<file path="src/rtl/addr_stack_feeder_pkg.sv">
// ---------------------------------------------------------------------------
// addr_stack_feeder_pkg
// Shared definitions for the address stack feeder:
//   - stack_ctl_e : 2-bit command codes understood by the 3-entry address
//                   stack (2'b10 is reserved and never issued)
//   - STACK_SIZE  : default depth of the downstream stack
//   - OCC_W       : width of the occupancy mirror
//   - tag_lsb()   : bit position of the 4-bit core tag in a request word
// ---------------------------------------------------------------------------
package addr_stack_feeder_pkg;

    typedef enum logic [1:0] {
        CTL_POP    = 2'b00,
        CTL_SINGLE = 2'b01,
        CTL_PAIR   = 2'b11
    } stack_ctl_e;

    localparam int STACK_SIZE = 3;
    localparam int OCC_W      = 2;

    // The core tag occupies the top four bits of the request word.
    function automatic int tag_lsb(input int data_width);
        return data_width - 4;
    endfunction

endpackage : addr_stack_feeder_pkg

</file>
<file path="src/rtl/addr_stack_feeder_req_fifo.sv">
// ---------------------------------------------------------------------------
// req_fifo
// Generic synchronous FIFO with registered full/empty flags.
// Pointers carry an extra wrap bit so full and empty are distinguishable.
// Reads are first-word-fall-through from the register array; a word written
// into an empty FIFO becomes visible at rd_data one cycle later because
// empty is registered (no bypass).
// Ports:
//   clk, rst         : clock, synchronous active-high reset (flushes)
//   wr_en, wr_data   : write request; ignored while full
//   rd_en            : pop request; ignored while empty
//   rd_data          : current head entry
//   full, empty      : registered status flags
// ---------------------------------------------------------------------------
module req_fifo #(
    parameter int WIDTH = 17,
    parameter int DEPTH = 4
) (
    input  logic             clk,
    input  logic             rst,
    input  logic             wr_en,
    input  logic [WIDTH-1:0] wr_data,
    input  logic             rd_en,
    output logic [WIDTH-1:0] rd_data,
    output logic             full,
    output logic             empty
);

    localparam int AW = $clog2(DEPTH);

    logic [WIDTH-1:0] mem_q [DEPTH];
    logic [AW:0]      wptr_q, wptr_d;
    logic [AW:0]      rptr_q, rptr_d;
    logic             full_q, full_d;
    logic             empty_q, empty_d;
    logic             do_wr, do_rd;

    assign do_wr = wr_en && !full_q;
    assign do_rd = rd_en && !empty_q;

    always_comb begin
        wptr_d = wptr_q;
        rptr_d = rptr_q;
        if (do_wr) begin
            wptr_d = wptr_q + 1'b1;
        end
        if (do_rd) begin
            rptr_d = rptr_q + 1'b1;
        end
        // Same index with differing wrap bits means the writer lapped the reader.
        full_d  = (wptr_d[AW] != rptr_d[AW]) && (wptr_d[AW-1:0] == rptr_d[AW-1:0]);
        empty_d = (wptr_d == rptr_d);
    end

    always_ff @(posedge clk) begin
        if (rst) begin
            wptr_q  <= '0;
            rptr_q  <= '0;
            full_q  <= 1'b0;
            empty_q <= 1'b1;
        end else begin
            wptr_q  <= wptr_d;
            rptr_q  <= rptr_d;
            full_q  <= full_d;
            empty_q <= empty_d;
        end
    end

    // Storage needs no reset: the pointers define which entries are live.
    always_ff @(posedge clk) begin
        if (!rst && do_wr) begin
            mem_q[wptr_q[AW-1:0]] <= wr_data;
        end
    end

    assign rd_data = mem_q[rptr_q[AW-1:0]];
    assign full    = full_q;
    assign empty   = empty_q;

endmodule : req_fifo

</file>
<file path="src/rtl/addr_stack_feeder.sv">
// ---------------------------------------------------------------------------
// addr_stack_feeder
// Command generator for the neuron controller's address stack. Request words
// are buffered in a small FIFO and turned into one stack command per clock.
// A local occupancy mirror keeps the stack from overflowing; when no request
// is pending the stack is drained one entry per cycle.
// Ports:
//   clk, rst             : clock, synchronous active-high reset
//   req_valid/req_ready  : request handshake (ready = FIFO not full)
//   req_pair, req_data   : request: pair flag and data word
//   stack_ctl/stack_data : registered stack command and data
//   stack_wait           : stack full indication (should never assert)
//   addr_valid           : stack output carries a fresh address this cycle
//   occ                  : mirrored stack occupancy
//   busy                 : FIFO non-empty or stack non-empty
//   err_overflow         : sticky, set when stack_wait is seen
// ---------------------------------------------------------------------------
module addr_stack_feeder #(
    parameter int DATA_WIDTH = 16,
    parameter int FIFO_DEPTH = 4,
    parameter int STACK_SIZE = addr_stack_feeder_pkg::STACK_SIZE
) (
    input  logic                  clk,
    input  logic                  rst,
    input  logic                  req_valid,
    output logic                  req_ready,
    input  logic                  req_pair,
    input  logic [DATA_WIDTH-1:0] req_data,
    output logic [1:0]            stack_ctl,
    output logic [DATA_WIDTH-1:0] stack_data,
    input  logic                  stack_wait,
    output logic                  addr_valid,
    output logic [1:0]            occ,
    output logic                  busy,
    output logic                  err_overflow
);

    import addr_stack_feeder_pkg::*;

    localparam logic [OCC_W-1:0] OCC_MAX = OCC_W'(STACK_SIZE);

    // FIFO entry layout: {pair flag, data word}
    logic                  fifo_full;
    logic                  fifo_empty;
    logic                  fifo_pop;
    logic [DATA_WIDTH:0]   fifo_head;
    logic                  head_pair;
    logic [DATA_WIDTH-1:0] head_data;

    req_fifo #(
        .WIDTH (DATA_WIDTH + 1),
        .DEPTH (FIFO_DEPTH)
    ) u_req_fifo (
        .clk     (clk),
        .rst     (rst),
        .wr_en   (req_valid),
        .wr_data ({req_pair, req_data}),
        .rd_en   (fifo_pop),
        .rd_data (fifo_head),
        .full    (fifo_full),
        .empty   (fifo_empty)
    );

    assign head_pair = fifo_head[DATA_WIDTH];
    assign head_data = fifo_head[DATA_WIDTH-1:0];

    stack_ctl_e            stack_ctl_q, stack_ctl_d;
    logic [DATA_WIDTH-1:0] stack_data_q, stack_data_d;
    logic [OCC_W-1:0]      occ_q, occ_d;
    logic                  av_pend_q, av_pend_d;   // command just registered yields an address
    logic                  addr_valid_q;
    logic                  err_q, err_d;

    // Issue decision, highest priority first.
    always_comb begin
        stack_ctl_d  = CTL_POP;
        stack_data_d = '0;
        occ_d        = occ_q;
        av_pend_d    = 1'b0;
        fifo_pop     = 1'b0;
        err_d        = err_q | stack_wait;

        if (stack_wait || fifo_empty || (head_pair && occ_q == OCC_MAX)) begin
            // Drain one entry (or idle when the stack is empty). A stack_wait
            // forces this path so nothing new is pushed onto a full stack.
            if (occ_q != '0) begin
                occ_d     = occ_q - 1'b1;
                av_pend_d = 1'b1;
            end
        end else if (!head_pair) begin
            stack_ctl_d  = CTL_SINGLE;
            stack_data_d = head_data;
            av_pend_d    = 1'b1;
            fifo_pop     = 1'b1;
        end else begin
            // Pair: one address goes straight out, the other is pushed.
            stack_ctl_d  = CTL_PAIR;
            stack_data_d = head_data;
            occ_d        = occ_q + 1'b1;
            av_pend_d    = 1'b1;
            fifo_pop     = 1'b1;
        end
    end

    always_ff @(posedge clk) begin
        if (rst) begin
            stack_ctl_q  <= CTL_POP;
            stack_data_q <= '0;
            occ_q        <= '0;
            av_pend_q    <= 1'b0;
            addr_valid_q <= 1'b0;
            err_q        <= 1'b0;
        end else begin
            stack_ctl_q  <= stack_ctl_d;
            stack_data_q <= stack_data_d;
            occ_q        <= occ_d;
            av_pend_q    <= av_pend_d;
            // The stack presents its address one cycle after the command.
            addr_valid_q <= av_pend_q;
            err_q        <= err_d;
        end
    end

    assign req_ready    = !fifo_full;
    assign stack_ctl    = stack_ctl_q;
    assign stack_data   = stack_data_q;
    assign addr_valid   = addr_valid_q;
    assign occ          = occ_q;
    assign busy         = !fifo_empty || (occ_q != '0);
    assign err_overflow = err_q;

endmodule : addr_stack_feeder

</file>
<file path="config.mk">
export PLATFORM = sky130hd
export DESIGN_NAME = addr_stack_feeder
export DESIGN_NICKNAME = d
export VERILOG_FILES = /design/src/rtl/addr_stack_feeder_pkg.sv /design/src/rtl/addr_stack_feeder_req_fifo.sv /design/src/rtl/addr_stack_feeder.sv
export SDC_FILE = /design/constraint.sdc
export NUM_CORES = 1
export LEC_CHECK = 0
export CAP_MARGIN = 20
export CORE_MARGIN = 2
export CORE_UTILIZATION = 25
export DETAILED_ROUTE_END_ITERATION = 6
export PLACE_DENSITY = 0.44
export SETUP_SLACK_MARGIN = 0.3
export SLEW_MARGIN = 20
export SYNTH_ARGS = -nofsm -noshare
export SYNTH_HDL_FRONTEND = slang
export SYNTH_SLANG_ARGS = --single-unit
</file>
<file path="constraint.sdc">
create_clock -name clk -period 3.9 [get_ports clk]
set_input_delay 0.78 -clock clk [delete_from_list [all_inputs] [get_ports clk]]
set_output_delay 0.78 -clock clk [all_outputs]
set_load 0.005 [all_outputs]
</file>
==> flow_summary.toml, run 1 <==
[die]
io_pins = 45
die_w_um = 125
die_h_um = 125
start_util_pct = 25.4
coreArea_um2 = 14500
die_area_um2 = 15700
rows = 44

[detailed_routing]
drc = 0
dr.first_iter.drc_count = 130
firstDrtPassIters = 5
wl_per_cell_um = 15.1
vias_per_cell = 4.10
num_vias = 1851
ant_nets = 0
finalWirelength_mm = 6.80

[power_and_ir_drop]
p_int_w = 0.00179
p_seq_share_pct = 51.3
switchingPower_w = 0.000516
comb_power_share_pct = 8.9
power.density_nw_per_um2 = 495
pwr-share-clk_pct = 39.9
p_leak_nw = 1.54
netSwitchingFraction_pct = 22.4
ir_drop_v = 0.000176

[cts]
cts_max_level = 3
postCtsSetupBuffers = 0
cts_max_path_buffers = 2
clock_sinks = 99
worstSkewPairLatency_ps = 350
cts_tree = "built"
path_clk_slew_ps = 70
cts_made_buffers = 9
cts_resized = 0
holdBufCountCts = 0
cts-root-buf = "clkbuf_16"

[finish]
n_antenna_cell = 0
syn2layout_area_growth_pct = 26.4
drive_gt1_share_pct = 15.0
design_area_um2 = 4650
instances_no_fill = 451
nets = 288

[worst_setup_path]
arrival_ps = 2630
critical_path_class = "flop to flop"
crit_fanout = 18
cp-start-kind = "flop"
worstSetupEndpointType = "flop"
worstPathRequired_ps = 4180

[place]
place_area_um2 = 4340
portBuffers = 44
dpl.hpwl_mm = 4.18
numPlacedInstances = 435
place_congestion = 0.678
place_ws_ps = 1140

[grt]
grt.busiest_layer = "met2"
use_met2_pct = 14.6
grt_overflow_total = 0
grt_pass1_wl_mm = 11.0
grt_max_degree = 21
use_met3_pct = 4.49
grt_pass1_vias = 2021
antenna_found_initial = 0
use_met1_pct = 11.7
track_usage_pct = 9.43

[synthesis]
synth_cells = 209
synth.cell_area_um2 = 3680
ys_ff_latch = 99
synth_cell_types = 35
yosys_warnings = 0
syn-num-nets = 235
ys_seq_area_share_pct = 72.4
syn_area_per_cell_um2 = 17.6

[timing]
worst_pin_slew_ps = 915
skew_ps = 6.45
min_period_over_period_pct = 60.3
layout_setup_ws_ps = 1550
max_freq_mhz = 425
maxSlewHeadroom_pct = 39.0
drv_slew = 0
rsz0062_at_grt = "false"
setup_viol = 0
tns_ps = 0
fin_crit_ps = 2350
hold_viol_final = 0

[min_path]
hp-class = "flop to flop"

[status]
status = "complete, no violations"

[run]
cap_viol_max_count = 0
==> final timing paths <==
path                                         from                  endpoint  slack (ps)  cells past startpoint
hold / removal               av_pend_q$_SDFF_PP0_     addr_valid$_SDFF_PP0_         450                      1
setup / recovery  u_req_fifo.rptr_q[1]$_SDFF_PP0_  stack_data[1]$_SDFF_PP0_        1550                      4
hold reg to reg              av_pend_q$_SDFF_PP0_     addr_valid$_SDFF_PP0_         450                      1
setup reg to reg  u_req_fifo.rptr_q[1]$_SDFF_PP0_  stack_data[1]$_SDFF_PP0_        1550                      4
==> flip-flops by register name (all words and copies together), names as in the netlist <==
name	count
addr_valid	1
av_pend_q	1
err_overflow	1
occ	2
stack_ctl	2
stack_data	16
u_req_fifo.empty	1
u_req_fifo.full	1
u_req_fifo.mem_q	68
u_req_fifo.rptr_q	3
u_req_fifo.wptr_q	3
==> layout by cell type, fill, tap and decap left out, types with 7 or more instances in the layout <==
master,instances
mux4_2,11
edfxtp_1,68
nand2_1,7
nor2b_1,17
clkbuf_16,9
nor2_1,16
clkdlybuf4s50_1,44
dfxtp_1,31
==> logic make-up after synthesis <==
kind of cell | Yosys count | synth area share (%)
AOI/OAI and AO/OA | 13 | 2.55
xor gates and xnor gates | 5 | 1.60
adders and majority gates | 5 | 1.70
buffers and inverters | 12 | 1.77
DFF | 99 | 72.4
muxes | 20 | 12.1
and+or+nand+nor | 55 | 7.92
==> power by group through the flow <==
stage               Sequential (W)  Clock (W)  Combinational (W)
floorplan                  0.00120          0           0.000119
global placement           0.00120          0           0.000209
detailed placement         0.00121          0           0.000210
CTS                        0.00118   0.000951           0.000211
global route               0.00119   0.000987           0.000227
finish                     0.00118   0.000918           0.000204
==> layout make-up <==
cell class | instances | area [um2]
clock inverters | 7 | 83.8
multi-input cells | 98 | 952
flip-flops and latches | 99 | 2660
clock buffers | 9 | 225
repair buffers | 49 | 478
well taps | 184 | 230
fillers | 1438 | 9830
inverters | 5 | 18.8
==> cell usage after synthesis, drive strengths merged <==
| cell type | count | area share, % |
|---|---|---|
| or3 | 4 | 0.68 |
| mux2i | 3 | 1.5 |
| and2 | 6 | 1.0 |
| mux2 | 1 | 0.31 |
| o31a | 1 | 0.24 |
| a41o | 1 | 0.27 |
| and3b | 1 | 0.24 |
| clkbuf | 1 | 0.10 |
| o22ai | 1 | 0.34 |
| o211a | 1 | 0.27 |
| nand3b | 1 | 0.20 |
| o21ai | 4 | 0.54 |
| dfxtp | 31 | 17 |
| nand2 | 7 | 0.71 |
| a211oi | 1 | 0.34 |
| a21oi | 4 | 0.54 |
| mux4 | 16 | 10 |
| xor2 | 1 | 0.24 |
| ha | 5 | 1.7 |
| xnor2 | 3 | 0.71 |
| and4 | 1 | 0.24 |
| buf | 6 | 1.2 |
| edfxtp | 68 | 55 |
| or2 | 1 | 0.17 |
| nor2 | 16 | 1.6 |
| inv | 5 | 0.51 |
| xor3 | 1 | 0.65 |
| nand3 | 1 | 0.14 |
| nor2b | 17 | 2.9 |
==> stage by stage <==
stage / hold WS, ps / util, % / power, W
2_1_floorplan: 414 / - / 0.00132
3_3_place_gp: 454 / 30.0 / 0.00141
3_5_place_dp: 428 / 30.0 / 0.00141
4_1_cts: 453 / 32.1 / 0.00234
5_1_grt: 473 / 32.1 / 0.00240
6_report: 450 / 32.1 / 0.00230
==> critical path, stage by stage (launching register included) <==
cell and delay [ps]:
dfxtp_1 790, mux2i_4 390, o22ai_2 160, or3_1 690
nor2b_1 230
==> layer usage <==
layer,vias up,share of wire (%)
li1,889,-
met1,913,47
met2,38,47
met3,11,4.5
met4,0,1.5
met5,-,0
Power figures use the tool's default switching activity.
==> run 2, diff against run 1 <==
--- a/config.mk
+++ b/config.mk
@@ -9,7 +9,7 @@
 export CORE_MARGIN = 2
 export CORE_UTILIZATION = 25
 export DETAILED_ROUTE_END_ITERATION = 6
-export PLACE_DENSITY = 0.44
+export PLACE_DENSITY = 0.46
 export SETUP_SLACK_MARGIN = 0.3
 export SLEW_MARGIN = 20
 export SYNTH_ARGS = -nofsm -noshare
==> constraint.sdc (replaced) <==
create_clock -name clk -period 2 [get_ports clk]
set_input_delay 0.4 -clock clk [delete_from_list [all_inputs] [get_ports clk]]
set_output_delay 0.4 -clock clk [all_outputs]
set_load 0.005 [all_outputs]
==> flow_summary.toml, run 2 (synthesized netlist as in run 1, its figures left out) <==
[detailed_routing]
wl_per_cell_um = 14.9
firstDrtPassIters = 4
drc = 0
dr.first_iter.drc_count = 110
vias_per_cell = 4.15
ant_nets = 0
finalWirelength_mm = 6.96
num_vias = 1941

[power_and_ir_drop]
ir_drop_v = 0.000441
netSwitchingFraction_pct = 22.0
pwr-share-clk_pct = 36.4
power.density_nw_per_um2 = 893
p_int_w = 0.00339
switchingPower_w = 0.000953
p_seq_share_pct = 53.1
p_leak_nw = 1.65
comb_power_share_pct = 10.5

[worst_setup_path]
arrival_ps = 1950
worstSetupEndpointType = "flop"
crit_fanout = 4
worstPathRequired_ps = 2230
cp-start-kind = "flop"
critical_path_class = "flop to flop"
reg2reg_slack_ps = 280

[timing]
worst_pin_slew_ps = 274
rsz0062_at_grt = "true"
layout_setup_ws_ps = 280
fin_crit_ps = 1720
drv_slew = 0
setup_viol = 0
maxSlewHeadroom_pct = 81.6
min_period_over_period_pct = 86.0
tns_ps = 0
max_freq_mhz = 581
skew_ps = 10.7
hold_viol_final = 0

[grt]
grt_max_degree = 19
antenna_found_initial = 0
grt_overflow_total = 0
grt_pass1_vias = 1988
grt_pass1_wl_mm = 10.8
track_usage_pct = 9.36

[cts]
cts_max_path_buffers = 2
holdBufCountCts = 0
worstSkewPairLatency_ps = 340
cts_max_level = 3
cts_tree = "built"
clock_sinks = 99
cts_made_buffers = 9
path_clk_slew_ps = 70
cts-root-buf = "clkbuf_16"

[finish]
mostFrequentLayoutCell = "edfxtp_1"
final_cell_mix = "edfxtp_1, clkdlybuf4s50_1, dfxtp_1"
fin_util_pct = 33.6
largest_reg_flops = 68
n_antenna_cell = 0
syn2layout_area_growth_pct = 32.2
nets = 305
fillers = 1397
drive_gt1_share_pct = 24.3
multi_input_area_um2 = 991
seq_area_um2 = 2680
design_area_um2 = 4860

[place]
place_congestion = 0.700
place_area_um2 = 4500
portBuffers = 44
place_ws_ps = -117
dpl.hpwl_mm = 4.43

[die]
die_area_um2 = 15700
die_w_um = 125
coreArea_um2 = 14500
io_pins = 45
rows = 44
start_util_pct = 25.4
die_h_um = 125

[min_path]
hp-class = "input pin to flop"

[run]
cap_viol_max_count = 0

[status]
status = "complete, no violations"
## run 2: timing repair
action / 4_1_cts / 5_1_grt
gates resized for setup: 11 / 11
endpoints found under the setup margin: 20 / 4
pin swaps: 1 / 8
buffers inserted: 2 / 2
## run 2: stage by stage
step	total power, W	std cells	hold slack (ps)
after floorplan	0.00257	209	414
after global placement	0.00280	448	428
after detailed placement	0.00281	448	455
after CTS	0.00442	466	460
after global routing	0.00456	468	384
final	0.00434	468	351
## run 2: critical path, stage by stage (launching register included)
cell and delay, ps:
dfxtp_4 390, mux2i_4 260, nor2_1 100, o31a_1 300, or3_4 340, a41o_1 240
## run 2: final timing paths
path | from | cells past startpoint | to
hold reg to reg | av_pend_q$_SDFF_PP0_ | 1 | addr_valid$_SDFF_PP0_
hold / removal | stack_wait | 3 | err_overflow$_SDFF_PP0_
setup reg to reg | u_req_fifo.rptr_q[1]$_SDFF_PP0_ | 5 | u_req_fifo.empty$_SDFF_PP1_
setup / recovery | u_req_fifo.rptr_q[1]$_SDFF_PP0_ | 5 | u_req_fifo.empty$_SDFF_PP1_
## run 2: cell type report
type | instances | area share, %
inverters | 5 | 0.386
repair buffers | 66 | 13.8
clock buffers | 9 | 4.63
flip-flops and latches | 99 | 55.0
well taps | 184 | 4.73
multi-input cells | 98 | 20.4
clock inverters | 7 | 1.03
## run 2: layer usage
metal | GRT usage, % | part of all wire [%]
met1 | 11.7 | 46
met2 | 14.5 | 49
met3 | 3.29 | 3.5
met4 | 4.51 | 1.6
met5 | 0 | 0
## run 2: power groups by stage
stage | Clock (W) | Combinational [W] | Sequential [W]
floorplan | 0 | 0.000231 | 0.00234
global placement | 0 | 0.000450 | 0.00235
detailed placement | 0 | 0.000453 | 0.00235
CTS | 0.00165 | 0.000458 | 0.00231
global route | 0.00174 | 0.000501 | 0.00231
finish | 0.00158 | 0.000455 | 0.00231
==> run 3, diff against run 2 <==
--- a/config.mk
+++ b/config.mk
@@ -5,9 +5,10 @@
 export SDC_FILE = /design/constraint.sdc
 export NUM_CORES = 1
 export LEC_CHECK = 0
-export CAP_MARGIN = 20
+export CAP_MARGIN = 15
 export CORE_MARGIN = 2
 export CORE_UTILIZATION = 25
+export CTS_CLUSTER_SIZE = 40
 export DETAILED_ROUTE_END_ITERATION = 6
 export PLACE_DENSITY = 0.46
 export SETUP_SLACK_MARGIN = 0.3
==> results of run 3 <==
Final layout, timing and power as in run 2 (identical DEF).
